==> src/rtl/vote_button_ctrl.sv <==
// vote_button_ctrl: synchronises and debounces four candidate buttons and issues one vote pulse per press.
// Optional VOTE_MULTI_PRESS_REJECT_EN: a simultaneous multi-button press is rejected and flagged on invalid_press.
module vote_btn_deb #(
  parameter int DEBOUNCE_CYCLES = 16
) (
  input  logic clock,
  input  logic reset,
  input  logic button,
  output logic deb
);
  localparam int CW = $clog2(DEBOUNCE_CYCLES + 1);
  localparam logic [CW-1:0] CNT_LAST = CW'(DEBOUNCE_CYCLES - 1);

  logic [1:0]    sync;
  logic [CW-1:0] cnt;

  always_ff @(posedge clock or negedge reset) begin
    if (!reset) begin
      sync <= '0;
      deb  <= 1'b0;
      cnt  <= '0;
    end else begin
      sync <= {sync[0], button};
      // any sample agreeing with the current level restarts the stability count
      if (sync[1] == deb) begin
        cnt <= '0;
      end else if (cnt == CNT_LAST) begin
        deb <= sync[1];
        cnt <= '0;
      end else begin
        cnt <= cnt + CW'(1);
      end
    end
  end
endmodule

module vote_button_ctrl #(
  parameter int DEBOUNCE_CYCLES = 16,
  parameter int COOLDOWN_CYCLES = 64
) (
  input  logic clock,
  input  logic reset,
  input  logic mode,
  input  logic button0,
  input  logic button1,
  input  logic button2,
  input  logic button3,
  output logic cand_valid_vote0,
  output logic cand_valid_vote1,
  output logic cand_valid_vote2,
  output logic cand_valid_vote3,
`ifdef VOTE_MULTI_PRESS_REJECT_EN
  output logic invalid_press,
`endif
  output logic busy
);
  localparam int NUM_BTN = 4;
  localparam int IW      = $clog2(NUM_BTN);
  localparam int CDW     = $clog2(COOLDOWN_CYCLES + 1);
  localparam logic [CDW-1:0] CD_LAST = CDW'(COOLDOWN_CYCLES - 1);

  typedef enum logic [1:0] {IDLE, VOTE, HOLD, COOLDOWN} state_t;

  logic [NUM_BTN-1:0] btn, deb, vote_q, vote_nxt;
  state_t             state, state_nxt;
  logic [CDW-1:0]     cd_cnt, cd_nxt;
  logic [IW-1:0]      idx_q, idx_nxt, sel;
  logic               any_deb;
`ifdef VOTE_MULTI_PRESS_REJECT_EN
  logic               multi, invalid_q;
`endif

  assign btn = {button3, button2, button1, button0};

  vote_btn_deb #(.DEBOUNCE_CYCLES(DEBOUNCE_CYCLES)) u_deb [NUM_BTN-1:0] (
    .clock  (clock),
    .reset  (reset),
    .button (btn),
    .deb    (deb)
  );

  assign any_deb = |deb;

  always_comb begin
    state_nxt = state;
    cd_nxt    = cd_cnt;
    idx_nxt   = idx_q;
    vote_nxt  = '0;
    sel       = '0;
`ifdef VOTE_MULTI_PRESS_REJECT_EN
    multi     = 1'b0;
`endif
    // scan downward so the lowest asserted index wins
    for (int i = NUM_BTN - 1; i >= 0; i--) begin
      if (deb[i]) sel = IW'(i);
    end
    case (state)
      IDLE: begin
        if (!mode && any_deb) begin
          state_nxt = VOTE;
          idx_nxt   = sel;
`ifdef VOTE_MULTI_PRESS_REJECT_EN
          if ($countones(deb) > 1) begin
            state_nxt = HOLD;
            multi     = 1'b1;
          end
`endif
        end
      end
      VOTE: state_nxt = HOLD;
      HOLD: begin
        if (!any_deb) begin
          state_nxt = COOLDOWN;
          cd_nxt    = '0;
        end
      end
      COOLDOWN: begin
        if (any_deb) begin
          state_nxt = HOLD;
          cd_nxt    = '0;
        end else if (cd_cnt == CD_LAST) begin
          state_nxt = IDLE;
        end else begin
          cd_nxt = cd_cnt + CDW'(1);
        end
      end
      default: state_nxt = IDLE;
    endcase
    if (state_nxt == VOTE && !mode) vote_nxt[idx_nxt] = 1'b1;
  end

  always_ff @(posedge clock or negedge reset) begin
    if (!reset) begin
      state  <= IDLE;
      cd_cnt <= '0;
      idx_q  <= '0;
      vote_q <= '0;
      busy   <= 1'b0;
    end else begin
      state  <= state_nxt;
      cd_cnt <= cd_nxt;
      idx_q  <= idx_nxt;
      vote_q <= vote_nxt;
      busy   <= (state_nxt != IDLE);
    end
  end

`ifdef VOTE_MULTI_PRESS_REJECT_EN
  always_ff @(posedge clock or negedge reset) begin
    if (!reset) invalid_q <= 1'b0;
    else        invalid_q <= multi;
  end
  assign invalid_press = invalid_q;
`endif

  assign cand_valid_vote0 = vote_q[0];
  assign cand_valid_vote1 = vote_q[1];
  assign cand_valid_vote2 = vote_q[2];
  assign cand_valid_vote3 = vote_q[3];
endmodule

==> config.mk <==
export PLATFORM = sky130hd
export DESIGN_NAME = vote_button_ctrl
export DESIGN_NICKNAME = d
export VERILOG_FILES = /design/src/rtl/vote_button_ctrl.sv
export SDC_FILE = /design/constraint.sdc
export NUM_CORES = 1
export LEC_CHECK = 0
export BUFFER_PORTS_ARGS = -buffer_cell sky130_fd_sc_hd__buf_2
export CAP_MARGIN = 5
export CORE_UTILIZATION = 36
export CTS_BUF_LIST = sky130_fd_sc_hd__clkbuf_8
export DETAILED_ROUTE_END_ITERATION = 16
export GPL_TIMING_DRIVEN = 0
export PLACE_DENSITY_LB_ADDON = 0.3
export SLEW_MARGIN = 20
export SYNTH_ARGS = -nofsm -noshare
export SYNTH_HDL_FRONTEND = slang
export SYNTH_SLANG_ARGS = --single-unit
==> constraint.sdc <==
create_clock -name clock -period 4.2 [get_ports clock]
set_input_delay 1.26 -clock clock [delete_from_list [all_inputs] [get_ports clock]]
set_output_delay 1.26 -clock clock [all_outputs]
set_load 0.02 [all_outputs]
# Word level (Yosys, flattened, before mapping)
# Cells that the tools add are included.
# W data, S select, Z words.
# totals
regBits	48
latchBits	0
mem_bits_rw	0
rom_bits	0
input_bits	7
out_inout_bits	5
word_cells	82
mem_count	0
# classes
addsub	5
mul	0
div	0
n_lt_le_gt_ge	2
eq_ne	15
shift	0
mux	26
n_bitwise	4
n_reduce_logical	13
# op_table
cell	n
$mux W5	8
$mux W7	3
$add A5 B1 Y5 const B	4
$eq A5 B4 Y1 const B	4
$mux W2	10
$pmux W7 S2	1
$pmux W2 S4	1
$reduce_and A2 Y1	4
$add A7 B1 Y7 const B	1
$eq A7 B6 Y1 const B	1
$eq A1 B1 Y1	4
$eq A2 B1 Y1 const B	2
$eq A2 B2 Y1 const B	2
$mux W4	1
$not A1 Y1	4
$reduce_bool A2 Y1	2
$reduce_or A4 Y1	1
$logic_and A1 B1 Y1	3
$lt A2 B3 Y1 const B	1
$ne A3 B3 Y1 const B	1
$reduce_and A3 Y1	1
$demux W1 S2	1
$ge A2 B1 Y1 const B	1
$logic_not A2 Y1	1
other kinds (3)	3

# Depth between registers and ports, before layout
# Gate-level depths: netlist of the first run.
# depth
word_depth	11
ltp_mapped	5
depth_no_buf	5

# Cells and area by module
# From an unflattened synthesis of the first run, not the netlist that was laid out.
# unflattened
hier_cells	162
area_unflattened_um2	1910.6
# by_module_without_submodules
mod	n_inst	cells_per_inst	area_per_inst_um2	seq_area_each_um2
vote_btn_deb	4	23	304.0	200.2
vote_button_ctrl	1	70	694.4	350.3

# Worst setup path before layout of the first run
# No wires, ideal clock.
# synth_path
kind	input-to-reg
start	in mode
end	reg vote_q[1]
setup_time_ns	0.088
arrival_time_ns	1.728
t_required_ns	4.112
setup_slack_ns	2.384
path_stages	2
n_path_buf	0
cell_sequence	or3_1 -> nor3b_1
# synth_between
elab_chain_len	9
word_cells_on_any_way	14
cone_classes	order compare (2); eq/ne (1); mux (7); reduce/logical (4)
# synth_rtl
item	line	rtl
start, declared	43	input logic mode,
$logic_not A1 Y1 (*)	99, 129	
$logic_and A1 B1 Y1	99	if (!mode && any_deb) begin
$mux W2	99	
$mux W2	97	case (state)
$lt A2 B3 Y1 (implied by the code) / $ge A2 B1 Y1 (equally long branches)	129	if (state_nxt == VOTE && !mode) vote_nxt[idx_nxt] = 1'b1;
$logic_and A1 B1 Y1 (implied by the code)	129	
$mux W1 (implied by the code)	129	
$demux W1 S2	129	
$mux W4 (*)	129	
named net vote_nxt[1]	64	logic [NUM_BTN-1:0] btn, deb, vote_q, vote_nxt;
end signal, assigned	143	vote_q <= vote_nxt;
end, declared	64	
# Mark *: on every way through the listed nets, which the timed path passes. The rest lies on a longest branch.
# A chain may end at the register's enable or synchronous reset.

# Worst setup path after layout of the first run
# layout_path
start	reg vote_q[3]
end	out cand_valid_vote3
# layout_rtl
item	line	rtl
end, declared	51	output logic cand_valid_vote3,
# No word-level cell between the ends.

==> flow_summary.ini, run 1 <==
[clock_network]
ctsResizeCount = 0
clk_path_buf_depth = 2
root_buffer = clkbuf_8
cts_buffers = 5
clk_pin_slew_ps = 80
cts-hold-fix-buffers = 0
clk_latency_ps = 300
cts_setup_buffers = 0
htree_levels = 2
cts_tree = done
cts.sinks = 46

[worst_hold_path]
holdPathEnd = u_deb[2].sync[1]
worstHoldPathCells = 0
hp-class = flip-flop to flip-flop
min_from = u_deb[2].sync[0]

[sta]
finalCritPeriodShare_pct = 49.6
max_freq_mhz = 480
drv_slew = 0
finalSetupTns_ps = 0
period_needed_ps = 2080
hold_viol_final = 0
rsz0062_at_grt = no
skew_ps = 9.02
relSlewSlack_pct = 62.3
worst_pin_slew_ps = 566
report.final.setup_viol = 0

[cells_and_area]
syn2layout_area_growth_pct = 13.3
insertedDiodeCount = 0
finish.utilization_pct = 42.5
drive_above_1_share_pct = 18.6
nets = 188

[logic_synthesis]
ys_types = 35
ys_ff_latch = 46
yosysWarnings = 0
seq_area_frac_synth_pct = 60.2
syn_nets = 170
syn_area_per_cell_um2 = 12.1
netlist_area_mm2 = 0.00191
syn_inst = 158

[setup_path]
r2r_start = cd_cnt[0]
crit_required_ps = 2940
critPathKind = flip-flop to output port
critPathCaptureType = output port
crit_buf_inv = 1
slowest_delay_ps = 370
regToRegEndpoint = cd_cnt[3]
crit_arrival_ps = 820
rrSetupSlack_ps = 2400
critical_path.top_delay_family = flip-flops
worst_setup_path_start_kind = flip-flop
worst-path-max-fanout = 1
reg2regPathDepth = 5
path_cells = buf_2
cp_slowest_cell = dfrtp_1

[floorplan]
num_io_pins = 12
die_w_um = 74.9
die-height_um = 74.9
coreArea_mm2 = 0.00511
start_util_pct = 37.5
num_rows = 26
die_area_mm2 = 0.00561

[drt]
drc = 0
detail_route.wl_per_cell_um = 12.8
vias = 1235
vias_per_cell = 5.00
drt_iter0_drc = 76
wirelength_um = 3150
drt_pre_antenna_iters = 5
drtAntennaViolNets = 0

[place]
routabilityCongestion = 0.797
dp_hpwl_um = 2220
portBuffers = 11

[pwr]
powerDensity_mw_per_mm2 = 462
p_leak_nw = 1.11
peakVddDrop_mv = 0.175

[grt]
grt_max_degree = 47
grt_pass1_vias = 1309
grt_pass1_wl_um = 5720
gr-usage-all-layers_pct = 13.9
antenna_found_initial = 0
overflow = 0

[job]
drv_cap = 0

[outcome]
status = finished clean
## metrics by stage
step | power [W] | setup slack [ps] | hold slack (ps) | area (um2) | std cells
after floorplan | 0.000641 | 2380 | 331 | 1910 | 158
after global placement | 0.000672 | 2100 | 334 | 2060 | 239
after detailed placement | 0.000687 | 2050 | 335 | 2060 | 239
after CTS | 0.00101 | 2100 | 353 | 2170 | 247
after global routing | 0.00106 | 2070 | 359 | 2170 | 247
final | 0.00100 | 2120 | 351 | 2170 | 247
## how the worst max path moves through the flow
| stage | depth (start not counted) | end | start |
|---|---|---|---|
| 2_1_floorplan | 2 | vote_q[1] | mode |
| 3_3_place_gp | 1 | cd_cnt[3] | reset |
| 3_5_place_dp | 1 | cd_cnt[2] | reset |
| 4_1_cts | 1 | cand_valid_vote0 | vote_q[0] |
| 5_1_grt | 1 | cand_valid_vote0 | vote_q[0] |
| 6_report | 1 | cand_valid_vote3 | vote_q[3] |
## power by group
| group | switching [W] | internal, W | leakage (nW) |
|---|---|---|---|
| Sequential | 0.0000471 | 0.000487 | 0.586 |
| Combinational | 0.0000718 | 0.0000738 | 0.473 |
| Clock | 0.000147 | 0.000175 | 0.0556 |
## flip-flops by register name, summed over array words and instances (netlist names)
name and count:
vote_q 4, u_deb.deb 4, u_deb.cnt 20, cd_cnt 7, busy 1, state 2
u_deb.sync 8
## layer usage
metal  global-route usage (%)  share of wire (%)  vias to the layer above
li1                         -                  -                      587
met1                     16.1                 44                      609
met2                     22.8                 49                       30
met3                     4.02                4.2                        9
met4                     8.60                2.4                        0
met5                        0                  0                        -
## layout make-up
cell class	count	area, um2
Buffer	1	11.3
Clock buffer	5	68.8
Clock inverter	3	41.3
Fill cell	486	2940
Inverter	7	26.3
Multi-Input combinational cell	104	724
Sequential cell	46	1150
Tap cell	70	87.6
Timing Repair Buffer	11	57.6
## Yosys cell counts
library cell  count  share of area, %
dfrtp_1          46                60
nor2_1           18               3.5
nand3_1          13               3.4
xor2_1           12               5.5
inv_1             7               1.4
and2_1            6               2.0
o21ai_0           6               1.6
a21oi_1           5               1.3
ha_1              5               3.3
and3_1            4               1.3
mux2_2            4               2.4
and3_2            3               1.2
nand2_1           3              0.59
nor2b_1           3              0.98
a211o_1           2              0.92
nor3b_1           2              0.78
a32o_1            1              0.52
and2_2            1              0.39
and4b_2           1              0.59
and4bb_1          1              0.65
buf_6             1              0.59
mux2i_1           1              0.52
nand3_2           1              0.52
nand4b_2          1              0.78
nor3_1            1              0.26
nor4_4            1               1.1
o211ai_1          1              0.39
o21ai_2           1              0.46
o21bai_1          1              0.39
o22ai_1           1              0.33
o311ai_0          1              0.46
o311ai_1          1              0.46
o31a_1            1              0.46
o32a_2            1              0.59
or3_1             1              0.33
## cell usage in the layout, fill, tap and decap left out, types with 2 or more instances in the layout
| master | netlist | layout |
|---|---|---|
| nand3_1 | 13 | 13 |
| xor2_1 | 12 | 12 |
| and3_1 | 4 | 4 |
| clkbuf_8 | 0 | 5 |
| nor2_1 | 18 | 18 |
| mux2_2 | 4 | 4 |
| and3_2 | 3 | 3 |
| o21ai_0 | 6 | 6 |
| a211o_1 | 2 | 2 |
| ha_1 | 5 | 5 |
| buf_2 | 0 | 10 |
| nand2_1 | 3 | 3 |
| and2_1 | 6 | 6 |
| nor3b_1 | 2 | 2 |
| dfrtp_1 | 46 | 46 |
| nor2b_1 | 3 | 3 |
| inv_1 | 7 | 8 |
| a21oi_1 | 5 | 5 |
## kinds of logic (layout without fill, tap and decap cells)
| logic type | Yosys count | after routing | share of synthesized area [%] |
|---|---|---|---|
| fa+ha+maj | 5 | 5 | 3.27 |
| flops | 46 | 46 | 60.2 |
| compound gates | 22 | 22 | 7.85 |
| xor+xnor | 12 | 12 | 5.49 |
| buf+inv | 8 | 27 | 1.96 |
| simple gates | 60 | 60 | 18.4 |
| mux | 5 | 5 | 2.88 |
(Power assumes the default switching activity.)
==> run 2, diff against run 1 <==
clock period = 1.85 ns   (was 4.2 ns; I/O delays follow)
==> flow_summary.ini, run 2 (synthesized netlist as in run 1, its figures left out) <==
[outcome]
status = finished clean

[sta]
hold_viol_final = 0
rsz0062_at_grt = no
hold_ws_ps = 244
finalSetupTns_ps = 0
period_needed_ps = 1720
worst_pin_slew_ps = 566
max_freq_mhz = 583
drv_slew = 0
finalCritPeriodShare_pct = 92.7
report.final.setup_viol = 0
skew_ps = 8.13
relSlewSlack_pct = 62.3

[setup_path]
r2r_start = cd_cnt[0]
critPathCaptureType = flip-flop
reg2regPathDepth = 5
slowest_delay_ps = 420
regToRegEndpoint = cd_cnt[3]
critPathKind = flip-flop to flip-flop
crit_required_ps = 2040
cp_slowest_cell = dfrtp_1
worst-path-max-fanout = 9
path_cells = ha_1 > and3_2 > nand4b_4 > and4bb_1 > a211o_1
rrSetupSlack_ps = 130
worst_setup_path_start_kind = flip-flop
crit_arrival_ps = 1900

[place]
routabilityCongestion = 0.797
dp_hpwl_um = 2220
place_area_mm2 = 0.00206
portBuffers = 11

[clock_network]
htree_levels = 2
clk_pin_slew_ps = 80
cts_buffers = 5
root_buffer = clkbuf_8
cts.sinks = 46
cts_tree = done
cts-hold-fix-buffers = 0
clk_latency_ps = 300
clk_path_buf_depth = 2

[pwr]
power_w = 0.00228
powerDensity_mw_per_mm2 = 1040
peakVddDrop_mv = 0.396
p_leak_nw = 1.13

[grt]
gr-usage-all-layers_pct = 13.9
grt_pass1_wl_um = 5720
grt_pass1_vias = 1309
overflow = 0
antenna_found_initial = 0
grt_max_degree = 47

[drt]
vias_per_cell = 4.92
detail_route.wl_per_cell_um = 12.7
drt_iter0_drc = 82
drtAntennaViolNets = 0
wirelength_um = 3170
drc = 0
vias = 1226
drt_pre_antenna_iters = 4

[cells_and_area]
final_cell_mix = 46 x dfrtp_1, 18 x nor2_1, 13 x nand3_1
finalInstanceArea_mm2 = 0.00219
largest-register = u_deb.cnt
largest_register_ffs = 20
n_fill_cell = 484
drive_above_1_share_pct = 19.6
top_regs = u_deb.cnt (20), u_deb.sync (8), cd_cnt (7)
insertedDiodeCount = 0
finish.utilization_pct = 42.9
syn2layout_area_growth_pct = 14.6
nets = 190
final_common_cell = dfrtp_1

[floorplan]
num_rows = 26
coreArea_mm2 = 0.00511
die_area_mm2 = 0.00561
num_io_pins = 12
start_util_pct = 37.5
die-height_um = 74.9
die_w_um = 74.9

[job]
drv_cap = 0

[worst_hold_path]
hp-class = input port to async pin
[run 2: cell types whose count changed in the layout (fill, tap and decap cells not counted)]
cell,previous run,this run
buf_4,1,3
nand4b_2,1,0
nand4b_4,0,1
[run 2: area by class of cell]
cell class | instances | area (um2) | share of cell area [%]
Multi-Input combinational cell | 104 | 733 | 33.4
Tap cell | 70 | 87.6 | 4.00
Sequential cell | 46 | 1150 | 52.5
Clock inverter | 3 | 41.3 | 1.88
Clock buffer | 5 | 68.8 | 3.14
Timing Repair Buffer | 13 | 72.6 | 3.31
Inverter | 7 | 26.3 | 1.20
Buffer | 1 | 11.3 | 0.514
[run 2: timing repair]
| item | in CTS | in global routing |
|---|---|---|
| gates resized for setup | 0 | 1 |
| buffers inserted | 0 | 2 |
| hold endpoints to repair | 0 | 0 |
| endpoints found under the setup margin | 0 | 3 |
[run 2: where the power goes]
| group | internal (W) | switching [W] | total [W] |
|---|---|---|---|
| sequential | 0.00110 | 0.000115 | 0.00122 |
| clock | 0.000397 | 0.000331 | 0.000728 |
| combinational | 0.000169 | 0.000162 | 0.000330 |
| total | 0.00167 | 0.000608 | 0.00228 |
[run 2: layer usage]
layer | up-vias | track usage, % | part of all wire [%] | wire [um]
met5 | - | 0 | 0 | 0
met4 | 0 | 8.60 | 2.1 | 66
met3 | 7 | 4.02 | 3.6 | 113
met1 | 609 | 16.1 | 44 | 1400
met2 | 17 | 22.8 | 50 | 1590
li1 | 593 | - | - | -
[run 2: worst max-delay path by stage]
stage	from	end	depth (start not counted)
after detailed placement	cd_cnt[0]	cd_cnt[3]	5
final	cd_cnt[0]	cd_cnt[3]	5
after global placement	cd_cnt[0]	cd_cnt[3]	5
after CTS	cd_cnt[0]	cd_cnt[3]	5
after global routing	cd_cnt[0]	cd_cnt[3]	5
after floorplan	cd_cnt[0]	cd_cnt[3]	5
[run 2: critical path: cells and delay by family (launching register included)]
kind | cells | cell delay [ps]
AOI/OAI and AO/OA | 1 | 260
adders and majority gates | 1 | 250
DFF | 1 | 420
and+or+nand+nor | 3 | 660
[run 2: stage by stage]
step	worst slack (ps)	std cells
4_1_cts	63.3	247
3_3_place_gp	133	239
6_report	134	249
5_1_grt	55.6	249
3_5_place_dp	75.2	239
2_1_floorplan	269	158
